## src/rtl/mem_port_arbiter_pkg.sv

```systemverilog
// Shared types and constants for the I/D-cache memory port arbiter.
package mem_port_arbiter_pkg;

    typedef enum logic [1:0] {
        ARB_IDLE   = 2'd0,
        ARB_BUSY_I = 2'd1,
        ARB_BUSY_D = 2'd2
    } arb_state_e;

    localparam logic REQ_I = 1'b0;
    localparam logic REQ_D = 1'b1;

    // Byte-offset bits of a line: word index plus the two byte bits.
    function automatic int line_off_bits(input int words);
        return $clog2(words) + 2;
    endfunction

endpackage

```

## src/rtl/mem_port_arbiter_if.sv

```systemverilog
// Cache-side and memory-side signals of the shared memory port.
interface mem_port_arbiter_if;

    logic        i_req_valid;
    logic [31:0] i_req_addr;
    logic        i_req_wr;
    logic [31:0] i_wr_data;
    logic [31:0] i_rd_data;
    logic        i_beat_valid;
    logic        i_done;

    logic        d_req_valid;
    logic [31:0] d_req_addr;
    logic        d_req_wr;
    logic [31:0] d_wr_data;
    logic [31:0] d_rd_data;
    logic        d_beat_valid;
    logic        d_done;

    logic        mem_req_valid;
    logic [31:0] mem_req_addr;
    logic        mem_req_wr;
    logic [31:0] mem_wr_data;
    logic [31:0] mem_req_data;
    logic        mem_req_ready;

    modport slave (
        input  i_req_valid, i_req_addr, i_req_wr, i_wr_data,
        input  d_req_valid, d_req_addr, d_req_wr, d_wr_data,
        input  mem_req_data, mem_req_ready,
        output i_rd_data, i_beat_valid, i_done,
        output d_rd_data, d_beat_valid, d_done,
        output mem_req_valid, mem_req_addr, mem_req_wr, mem_wr_data
    );

    modport master (
        output i_req_valid, i_req_addr, i_req_wr, i_wr_data,
        output d_req_valid, d_req_addr, d_req_wr, d_wr_data,
        output mem_req_data, mem_req_ready,
        input  i_rd_data, i_beat_valid, i_done,
        input  d_rd_data, d_beat_valid, d_done,
        input  mem_req_valid, mem_req_addr, mem_req_wr, mem_wr_data
    );

endinterface

```

## src/rtl/mem_port_arbiter_rr2.sv

```systemverilog
// Two-way grant: round-robin on last_grant, or D-cache wins ties when FIXED_PRIO is set.
module arb_rr2
    import mem_port_arbiter_pkg::*;
#(
    parameter bit FIXED_PRIO = 1'b0
) (
    input  logic       i_valid_i,
    input  logic       d_valid_i,
    input  logic       last_grant_i,
    output logic [1:0] grant_o       // bit 0 = I, bit 1 = D
);

    always_comb begin
        grant_o = 2'b00;
        if (i_valid_i && d_valid_i) begin
            if (FIXED_PRIO || (last_grant_i == REQ_I)) grant_o = 2'b10;
            else                                       grant_o = 2'b01;
        end else if (i_valid_i) begin
            grant_o = 2'b01;
        end else if (d_valid_i) begin
            grant_o = 2'b10;
        end
    end

endmodule

```

## src/rtl/mem_port_arbiter.sv

```systemverilog
// Shares one memory port between I- and D-cache line transactions, one requester at a time,
// issuing WORDS beats per line and steering read data / beat strobes back to the owner.
module mem_port_arbiter
    import mem_port_arbiter_pkg::*;
#(
    parameter int WORDS      = 4,
    parameter bit FIXED_PRIO = 1'b0
) (
    input logic              clk,
    input logic              rst,
    mem_port_arbiter_if.slave bus
);

    localparam int          BEAT_W    = $clog2(WORDS);
    localparam int          LOB       = line_off_bits(WORDS);
    localparam logic [31:0] OFF_MASK  = (32'd1 << LOB) - 32'd1;
    localparam logic [BEAT_W-1:0] LAST_BEAT = BEAT_W'(WORDS - 1);

    arb_state_e        state_q, state_d;
    logic [BEAT_W-1:0] beat_q, beat_d;
    logic              last_grant_q, last_grant_d;
    logic [31:0]       base_q, base_d;
    logic              wr_q, wr_d;
    logic              mem_valid_q, mem_valid_d;
    logic [31:0]       mem_addr_q, mem_addr_d;
    logic [31:0]       i_rd_q, i_rd_d, d_rd_q, d_rd_d;
    logic              i_beat_q, i_beat_d, d_beat_q, d_beat_d;
    logic              i_done_q, i_done_d, d_done_q, d_done_d;

    logic [1:0]        grant;
    logic              winner;
    logic [31:0]       req_addr;
    logic              hs;
    logic [BEAT_W-1:0] beat_inc;
    logic [31:0]       next_off;

    arb_rr2 #(.FIXED_PRIO(FIXED_PRIO)) u_arb (
        .i_valid_i    (bus.i_req_valid),
        .d_valid_i    (bus.d_req_valid),
        .last_grant_i (last_grant_q),
        .grant_o      (grant)
    );

    assign winner   = grant[1];
    assign req_addr = winner ? bus.d_req_addr : bus.i_req_addr;
    assign hs       = mem_valid_q & bus.mem_req_ready;
    assign beat_inc = beat_q + BEAT_W'(1);
    // Beat index is OR-ed under the line base so the address can never carry into the tag.
    assign next_off = {{(32-BEAT_W-2){1'b0}}, beat_inc, 2'b00};

    always_comb begin
        state_d      = state_q;
        beat_d       = beat_q;
        last_grant_d = last_grant_q;
        base_d       = base_q;
        wr_d         = wr_q;
        mem_valid_d  = mem_valid_q;
        mem_addr_d   = mem_addr_q;
        i_rd_d       = i_rd_q;
        d_rd_d       = d_rd_q;
        i_beat_d     = 1'b0;
        d_beat_d     = 1'b0;
        i_done_d     = 1'b0;
        d_done_d     = 1'b0;

        case (state_q)
            ARB_IDLE: begin
                if (grant != 2'b00) begin
                    state_d      = winner ? ARB_BUSY_D : ARB_BUSY_I;
                    last_grant_d = winner;
                    base_d       = req_addr & ~OFF_MASK;
                    wr_d         = winner ? bus.d_req_wr : bus.i_req_wr;
                    beat_d       = '0;
                    mem_valid_d  = 1'b1;
                    mem_addr_d   = req_addr & ~OFF_MASK;
                end
            end
            ARB_BUSY_I, ARB_BUSY_D: begin
                if (hs) begin
                    if (state_q == ARB_BUSY_D) begin
                        d_rd_d   = bus.mem_req_data;
                        d_beat_d = 1'b1;
                    end else begin
                        i_rd_d   = bus.mem_req_data;
                        i_beat_d = 1'b1;
                    end
                    if (beat_q == LAST_BEAT) begin
                        state_d     = ARB_IDLE;
                        beat_d      = '0;
                        mem_valid_d = 1'b0;
                        mem_addr_d  = '0;
                        wr_d        = 1'b0;
                        if (state_q == ARB_BUSY_D) d_done_d = 1'b1;
                        else                       i_done_d = 1'b1;
                    end else begin
                        beat_d     = beat_inc;
                        mem_addr_d = base_q | next_off;
                    end
                end
            end
            default: state_d = ARB_IDLE;
        endcase
    end

    always_ff @(posedge clk or negedge rst) begin
        if (!rst) begin
            state_q      <= ARB_IDLE;
            beat_q       <= '0;
            last_grant_q <= REQ_D;
            base_q       <= '0;
            wr_q         <= 1'b0;
            mem_valid_q  <= 1'b0;
            mem_addr_q   <= '0;
            i_rd_q       <= '0;
            d_rd_q       <= '0;
            i_beat_q     <= 1'b0;
            d_beat_q     <= 1'b0;
            i_done_q     <= 1'b0;
            d_done_q     <= 1'b0;
        end else begin
            state_q      <= state_d;
            beat_q       <= beat_d;
            last_grant_q <= last_grant_d;
            base_q       <= base_d;
            wr_q         <= wr_d;
            mem_valid_q  <= mem_valid_d;
            mem_addr_q   <= mem_addr_d;
            i_rd_q       <= i_rd_d;
            d_rd_q       <= d_rd_d;
            i_beat_q     <= i_beat_d;
            d_beat_q     <= d_beat_d;
            i_done_q     <= i_done_d;
            d_done_q     <= d_done_d;
        end
    end

    assign bus.mem_req_valid = mem_valid_q;
    assign bus.mem_req_addr  = mem_addr_q;
    assign bus.mem_req_wr    = wr_q;
    assign bus.mem_wr_data   = (state_q == ARB_BUSY_I) ? bus.i_wr_data :
                               (state_q == ARB_BUSY_D) ? bus.d_wr_data : 32'd0;
    assign bus.i_rd_data     = i_rd_q;
    assign bus.i_beat_valid  = i_beat_q;
    assign bus.i_done        = i_done_q;
    assign bus.d_rd_data     = d_rd_q;
    assign bus.d_beat_valid  = d_beat_q;
    assign bus.d_done        = d_done_q;

endmodule

```

## src/flat_wrapper.sv

```systemverilog
// flat-port wrapper written by rule: the top's interface ports become plain ports
module mem_port_arbiter_flat import mem_port_arbiter_pkg::*;
#(
    parameter int WORDS      = 4,
    parameter bit FIXED_PRIO = 1'b0
)
  (clk, rst, bus_i_req_valid, bus_i_req_addr, bus_i_req_wr, bus_i_wr_data, bus_d_req_valid, bus_d_req_addr, bus_d_req_wr, bus_d_wr_data, bus_mem_req_data, bus_mem_req_ready, bus_i_rd_data, bus_i_beat_valid, bus_i_done, bus_d_rd_data, bus_d_beat_valid, bus_d_done, bus_mem_req_valid, bus_mem_req_addr, bus_mem_req_wr, bus_mem_wr_data);
  mem_port_arbiter_if bus_i ();
  input logic clk;
  input logic rst;
  input wire logic [$bits(bus_i.i_req_valid)-1:0] bus_i_req_valid;
  input wire logic [$bits(bus_i.i_req_addr)-1:0] bus_i_req_addr;
  input wire logic [$bits(bus_i.i_req_wr)-1:0] bus_i_req_wr;
  input wire logic [$bits(bus_i.i_wr_data)-1:0] bus_i_wr_data;
  input wire logic [$bits(bus_i.d_req_valid)-1:0] bus_d_req_valid;
  input wire logic [$bits(bus_i.d_req_addr)-1:0] bus_d_req_addr;
  input wire logic [$bits(bus_i.d_req_wr)-1:0] bus_d_req_wr;
  input wire logic [$bits(bus_i.d_wr_data)-1:0] bus_d_wr_data;
  input wire logic [$bits(bus_i.mem_req_data)-1:0] bus_mem_req_data;
  input wire logic [$bits(bus_i.mem_req_ready)-1:0] bus_mem_req_ready;
  output wire logic [$bits(bus_i.i_rd_data)-1:0] bus_i_rd_data;
  output wire logic [$bits(bus_i.i_beat_valid)-1:0] bus_i_beat_valid;
  output wire logic [$bits(bus_i.i_done)-1:0] bus_i_done;
  output wire logic [$bits(bus_i.d_rd_data)-1:0] bus_d_rd_data;
  output wire logic [$bits(bus_i.d_beat_valid)-1:0] bus_d_beat_valid;
  output wire logic [$bits(bus_i.d_done)-1:0] bus_d_done;
  output wire logic [$bits(bus_i.mem_req_valid)-1:0] bus_mem_req_valid;
  output wire logic [$bits(bus_i.mem_req_addr)-1:0] bus_mem_req_addr;
  output wire logic [$bits(bus_i.mem_req_wr)-1:0] bus_mem_req_wr;
  output wire logic [$bits(bus_i.mem_wr_data)-1:0] bus_mem_wr_data;
  assign bus_i.i_req_valid = bus_i_req_valid;
  assign bus_i.i_req_addr = bus_i_req_addr;
  assign bus_i.i_req_wr = bus_i_req_wr;
  assign bus_i.i_wr_data = bus_i_wr_data;
  assign bus_i.d_req_valid = bus_d_req_valid;
  assign bus_i.d_req_addr = bus_d_req_addr;
  assign bus_i.d_req_wr = bus_d_req_wr;
  assign bus_i.d_wr_data = bus_d_wr_data;
  assign bus_i.mem_req_data = bus_mem_req_data;
  assign bus_i.mem_req_ready = bus_mem_req_ready;
  assign bus_i_rd_data = bus_i.i_rd_data;
  assign bus_i_beat_valid = bus_i.i_beat_valid;
  assign bus_i_done = bus_i.i_done;
  assign bus_d_rd_data = bus_i.d_rd_data;
  assign bus_d_beat_valid = bus_i.d_beat_valid;
  assign bus_d_done = bus_i.d_done;
  assign bus_mem_req_valid = bus_i.mem_req_valid;
  assign bus_mem_req_addr = bus_i.mem_req_addr;
  assign bus_mem_req_wr = bus_i.mem_req_wr;
  assign bus_mem_wr_data = bus_i.mem_wr_data;
  mem_port_arbiter #(.WORDS(WORDS), .FIXED_PRIO(FIXED_PRIO)) u_core (.clk(clk), .rst(rst), .bus(bus_i));
endmodule
```

## config.mk

```make
export PLATFORM = sky130hd
export DESIGN_NAME = mem_port_arbiter_flat
export DESIGN_NICKNAME = d
export VERILOG_FILES = /design/src/rtl/mem_port_arbiter_pkg.sv /design/src/rtl/mem_port_arbiter_if.sv /design/src/rtl/mem_port_arbiter_rr2.sv /design/src/rtl/mem_port_arbiter.sv /design/src/flat_wrapper.sv
export SDC_FILE = /design/constraint.sdc
export NUM_CORES = 1
export LEC_CHECK = 0
export CORE_ASPECT_RATIO = 1.2
export CORE_UTILIZATION = 40
export CTS_CLUSTER_SIZE = 12
export DETAILED_ROUTE_END_ITERATION = 6
export PLACE_DENSITY = 0.83
export RECOVER_POWER = 25
export SKIP_CTS_REPAIR_TIMING = 1
export SYNTH_ARGS = -nofsm -noshare
export SYNTH_HDL_FRONTEND = slang
export SYNTH_SLANG_ARGS = --single-unit
```

## constraint.sdc

```tcl
create_clock -name clk -period 2.3 [get_ports clk]
set_input_delay 0.575 -clock clk [delete_from_list [all_inputs] [get_ports clk]]
set_output_delay 0.575 -clock clk [all_outputs]
set_load 0.005 [all_outputs]
```

# Yosys cells after proc, flatten, opt, wreduce, memory -nomap -nowiden
# Index checks and enable logic that the tools add are counted.
totals:
  reg_bits: 135
  input_bits: 167
classes:
  add_sub_neg: 1
  eq_ne: 6
  muxes: 39
  bitwise: 3
  n_reduce_logical: 11
op_table:
  columns: ["operator", "n"]
  rows:
  - ["2-to-1 mux 32 bit", 6]
  - ["one-hot mux 32 bit (2 select lines)", 1]
  - ["bitwise OR 32 x 4 -> 32 bit", 1]
  - ["2-to-1 mux 2 bit", 11]
  - ["2-to-1 mux 1 bit", 17]
  - ["AND reduction 3 bit", 4]
  - ["one-hot mux 2 bit (2 select lines)", 2]
  - ["!= test 2 x 1 -> 1 bit, second input constant", 3]
  - ["equality test 2 bit, second input constant", 2]
  - ["one-hot mux 1 bit (2 select lines)", 2]
  - ["AND reduction 4 bit", 1]
  - ["nonzero test 2 bit", 2]
  - ["adder 2 x 1 -> 2 bit, second input constant", 1]
  - ["equality test 2 x 1 -> 1 bit, second input constant", 1]
  - ["logical NOT 2 bit", 1]
  - ["AND reduction 2 bit", 1]
  - ["OR reduction 2 bit", 1]
  - ["bitwise AND 1 bit", 1]
  - ["logical AND 1 bit", 1]
  - ["NOT 1 bit", 1]

# Logic depth before layout (Yosys ltp)
logic_depth:
  ltp_word: 6
  depth_mapped: 8
  mapped_depth_nobuf: 5

# Hierarchy
# From an unflattened synthesis, not the netlist that was laid out.
unflattened:
  cells_unflattened: 455
  hier_area_um2: 6065.8
by_module_without_submodules:
  columns: ["module", "instances", "cells_each", "area_each_um2", "seq_area_each_um2"]
  rows:
  - ["mem_port_arbiter", 1, 452, 6047.0, 3279.4]
  - ["arb_rr2", 1, 3, 18.8, 0.0]

# Worst setup path before layout
# OpenSTA, ideal clock, no wires.
synth_timing:
  path_type: "flip-flop to output port"
  startpoint: "register u_core.state_q[0]"
  endpoint: "output port bus_mem_wr_data[10]"
  t_arrival_ps: 1369
  required_time_ps: 1725
  setup_slack_ps: 356
  stages_incl_launch_ff: 7
  n_path_buf: 2
  cell_sequence: "dfrtp_1 > inv_1 > ha_1 > clkbuf_1 > clkbuf_1 > nand2_1 > o21ai_0"
synth_between:
  elab_chain_cells: 3
  elab_cells_between_ends: 4
  cone_classes: "eq/ne: 2; mux: 2"
synth_rtl:
  columns: ["element", "line", "text"]
  rows:
  - ["start: declaration", "mem_port_arbiter.sv:19", "arb_state_e state_q, state_d;"]
  - ["start signal: assignment", "mem_port_arbiter.sv:121", "state_q <= state_d;"]
  - ["equality test 2 bit", "mem_port_arbiter.sv:141", "(state_q == ARB_BUSY_D) ? bus.d_wr_data : 32'd0;"]
  - ["2-to-1 mux 32 bit", "mem_port_arbiter.sv:141", null]
  - ["2-to-1 mux 32 bit *", "mem_port_arbiter.sv:140", "assign bus.mem_wr_data = (state_q == ARB_BUSY_I) ? bus.i_wr_data :"]
  - ["end: declaration", "flat_wrapper.sv:30", "output wire logic [$bits(bus_i.mem_wr_data)-1:0] bus_mem_wr_data;"]
# Mark *: on every way between the ends. The rest lies on a longest branch, timed or not.

# Worst setup path in the final report
layout_timing:
  startpoint: "register u_core.state_q[0]"
  endpoint: "output port bus_mem_wr_data[4]"
# Same word-level chain as after synthesis.

==> results by group <==
Timing
  • Worst slew pin tran: 1.37 ns
  • Crit share post-route: 1.04
  • Final setup TNS: -1.58 ns
  • Slew headroom: 0.0887
  • Slew Viols, Final: 0
  • WHS: 0.455 ns
  • # setup viols final: 26
  • Post-route setup slack: -0.0923 ns
  • RSZ-0062 raised after global routing: true
  • Fmax: 418 MHz
  • Crit path time final: 2.39 ns
  • Max Clock Skew: 0.0144 ns
  • Hold Fails Final Rpt: 0

Synthesis
  • Count leader, synth: dfrtp_1
  • Ys flop type: dfrtp_1
  • Top area cells in the synthesized netlist: dfrtp_1, mux2_2, mux2i_1
  • List of most frequent post-synthesis cells: dfrtp_1, nand2_1, mux2_2, o21ai_0, nor2b_1
  • Asr flop ratio synth: 1.00
  • Post-synth top area cell: dfrtp_1
  • Netlist Area Pre-Place: 6640 sq um
  • Synth Area per Inst: 10.7 sq um
  • Synth warnings: 0
  • Post-synth EDFFs: 0
  • Post-synth top area share: 0.490
  • Sequential-to-total area share from yosys stat: 0.494
  • Flops & latches, synth: 131
  • Netlist cell types: 34
  • Post-Synthesis Cells: 618

Critical path
  • Worst R2R Setup Slack: 0.11 ns
  • Crit. End Element: output port
  • R2R depth: 8
  • CP delay by family, top: buffers and inverters
  • Reg2reg end: u_core.bus.mem_req_addr[6]
  • FF-to-FF Start: u_core.state_q[1]
  • Worst Path Required: 1.73 ns
  • Max FO, Critical Path: 6
  • Crit-path cells: inv_2 > ha_4 > buf_12 > buf_6 > buf_8 > clkbuf_16 > nand2_2 > o21ai_2 > buf_2
  • WP buf/inv: 6
  • CP startpoint: u_core.state_q[0]
  • CP arrival: 1.82 ns
  • CP Launch Type: register
  • Worst path max stage delay: 0.42 ns
  • Kind of critical path: reg -> out
  • CP max stage cell: dfrtp_2

Placement
  • Placed inst area: 10100 sq um
  • Port bufs: 290
  • HPWL after DPL: 14.2 mm
  • Dpl cells: 1111
  • Final Wtd Congestion: 0.774

Route
  • DRT Wirelength: 21.0 mm
  • Vias per inst: 5.18
  • Via count: 6052
  • Wire per inst: 17.9 microns
  • DRT antenna net count: 0
  • DRT iter0 DRCs: 228
  • First-pass DRT Iterations: 4
  • Residual DRC count: 0

Cells and area
  • Fin util: 0.684
  • N_diodes: 0
  • Area Overhead vs Synth: 66.9%
  • Nets@finish: 1116
  • Post-Layout Inst Area: 11100 sq um
  • Non-Filler Instances: 1168
  • Share of cells above drive strength 1: 0.264

Run status
  • Failing checks: negative setup slack
  • Outcome: finished with violations

Clocking
  • Root Driver: clkbuf_16
  • CTS tree: done
  • Clock Sink Count: 131
  • CTS Buf Count: 17
  • Clock Path Buffers: 2
  • CTS clk-pin slew, worst paths: 0.07 ns
  • H-tree levels: 4
  • Clock Latency Late Sink: 0.42 ns

Floorplan
  • Chip height: 143 microns
  • Die width: 120 microns
  • Initial Utilization: 0.410
  • Ports placed on the boundary: 301
  • Core area: 16200 sq um
  • Row cnt: 51
  • Die area: 17100 sq um

Global routing
  • Total GRT Usage: 0.226
  • Initial antenna violation count: 0
  • First-pass GRT wire length: 30.0 mm
  • Largest net degree at the start of global routing: 56
  • Gr ovfl total: 0
  • Vias in the first global route: 5824

Run
  • # Max-Cap Violations: 0

Worst hold path
  • Hold Crit Class: in -> async

Pwr
  • P per Cell Area: 1310 nW/um^2
  • Maximum vdd ir drop: 0.000736 V
  • Leak: 4.77 nW
[layer usage]
layer	wire length, microns	global-route usage	share of wire	up-vias
met5	0	0	0	-
met4	387	0.0914	0.018	0
met3	1320	0.0627	0.063	31
met2	11100	0.403	0.53	241
met1	8100	0.254	0.39	2912
li1	-	-	-	2868
[registers in the layout (all words and copies together) (netlist names)]
register and count:
u_core.base_q 28, u_core.beat_q 1, u_core.bus.d_beat_valid 1, u_core.bus.d_done 1, u_core.bus.d_rd_data 32, u_core.bus.i_beat_valid 1
u_core.bus.i_done 1, u_core.bus.i_rd_data 32, u_core.bus.mem_req_addr 29, u_core.bus.mem_req_valid 1, u_core.bus.mem_req_wr 1, u_core.last_grant_q 1
u_core.state_q 2
[area by class of cell]
cell class | instances | area (sq um)
Clock buffer | 17 | 425
Clock inverter | 15 | 186
Fill cell | 1205 | 5120
Inverter | 4 | 15.0
Multi-Input combinational cell | 431 | 3320
Sequential cell | 131 | 3280
Tap cell | 212 | 265
Timing Repair Buffer | 358 | 3590
[placed cells by master, fill, tap and decap left out, types with 5 or more instances in the layout]
| cell | count |
|---|---|
| clkbuf_16 | 22 |
| o21ai_1 | 13 |
| a2111oi_0 | 26 |
| buf_2 | 26 |
| mux2_2 | 64 |
| clkdlybuf4s50_1 | 257 |
| nor2b_1 | 57 |
| inv_6 | 6 |
| buf_6 | 13 |
| buf_12 | 12 |
| dfrtp_1 | 129 |
| buf_8 | 5 |
| buf_4 | 32 |
| nand2_2 | 20 |
| o21ai_2 | 16 |
| a2bb2oi_1 | 28 |
| nand2_1 | 71 |
| o21ai_0 | 32 |
| nand2_4 | 5 |
| mux2i_1 | 57 |
[per-stage QoR]
stage,power (mW),worst slack (ns)
global placement,11.0,-0.148
CTS,14.1,-0.532
finish,14.6,-0.0923
detailed placement,11.2,-0.175
global route,15.4,-0.178
floorplan,7.34,0.356
[logic make-up (layout without fill, tap and decap cells)]
logic type      after synthesis  count (layout)  share of synthesized area
mux                         121             121                      0.194
flops                       131             131                      0.494
fa+ha+maj                     6               6                     0.0113
simple gates                172             172                      0.125
compound gates              130             130                      0.135
other cells                   1               2                   0.000565
buf+inv                      57             394                     0.0399
[worst register-to-register path, stage by stage (launching register included)]
cell	delay (ns)
dfrtp_1	0.42
inv_2	0.08
buf_4	0.13
buf_4	0.13
ha_2	0.28
a21boi_2	0.18
buf_12	0.17
a2111oi_1	0.52
a2bb2oi_1	0.13
[worst max-delay path by stage]
stage / end / cells after the start
floorplan: bus_mem_wr_data[10] / 6
global placement: bus_mem_wr_data[31] / 5
detailed placement: bus_mem_wr_data[25] / 5
CTS: bus_mem_wr_data[21] / 6
global route: bus_mem_wr_data[4] / 9
finish: bus_mem_wr_data[4] / 9
[power breakdown]
group          switching (mW)  internal (mW)  leakage, nW
registers               0.627           3.47         1.57
clock network            1.16           1.65        0.300
logic                    3.22           4.44         2.90
No activity file was read; power rests on OpenSTA's default activity.
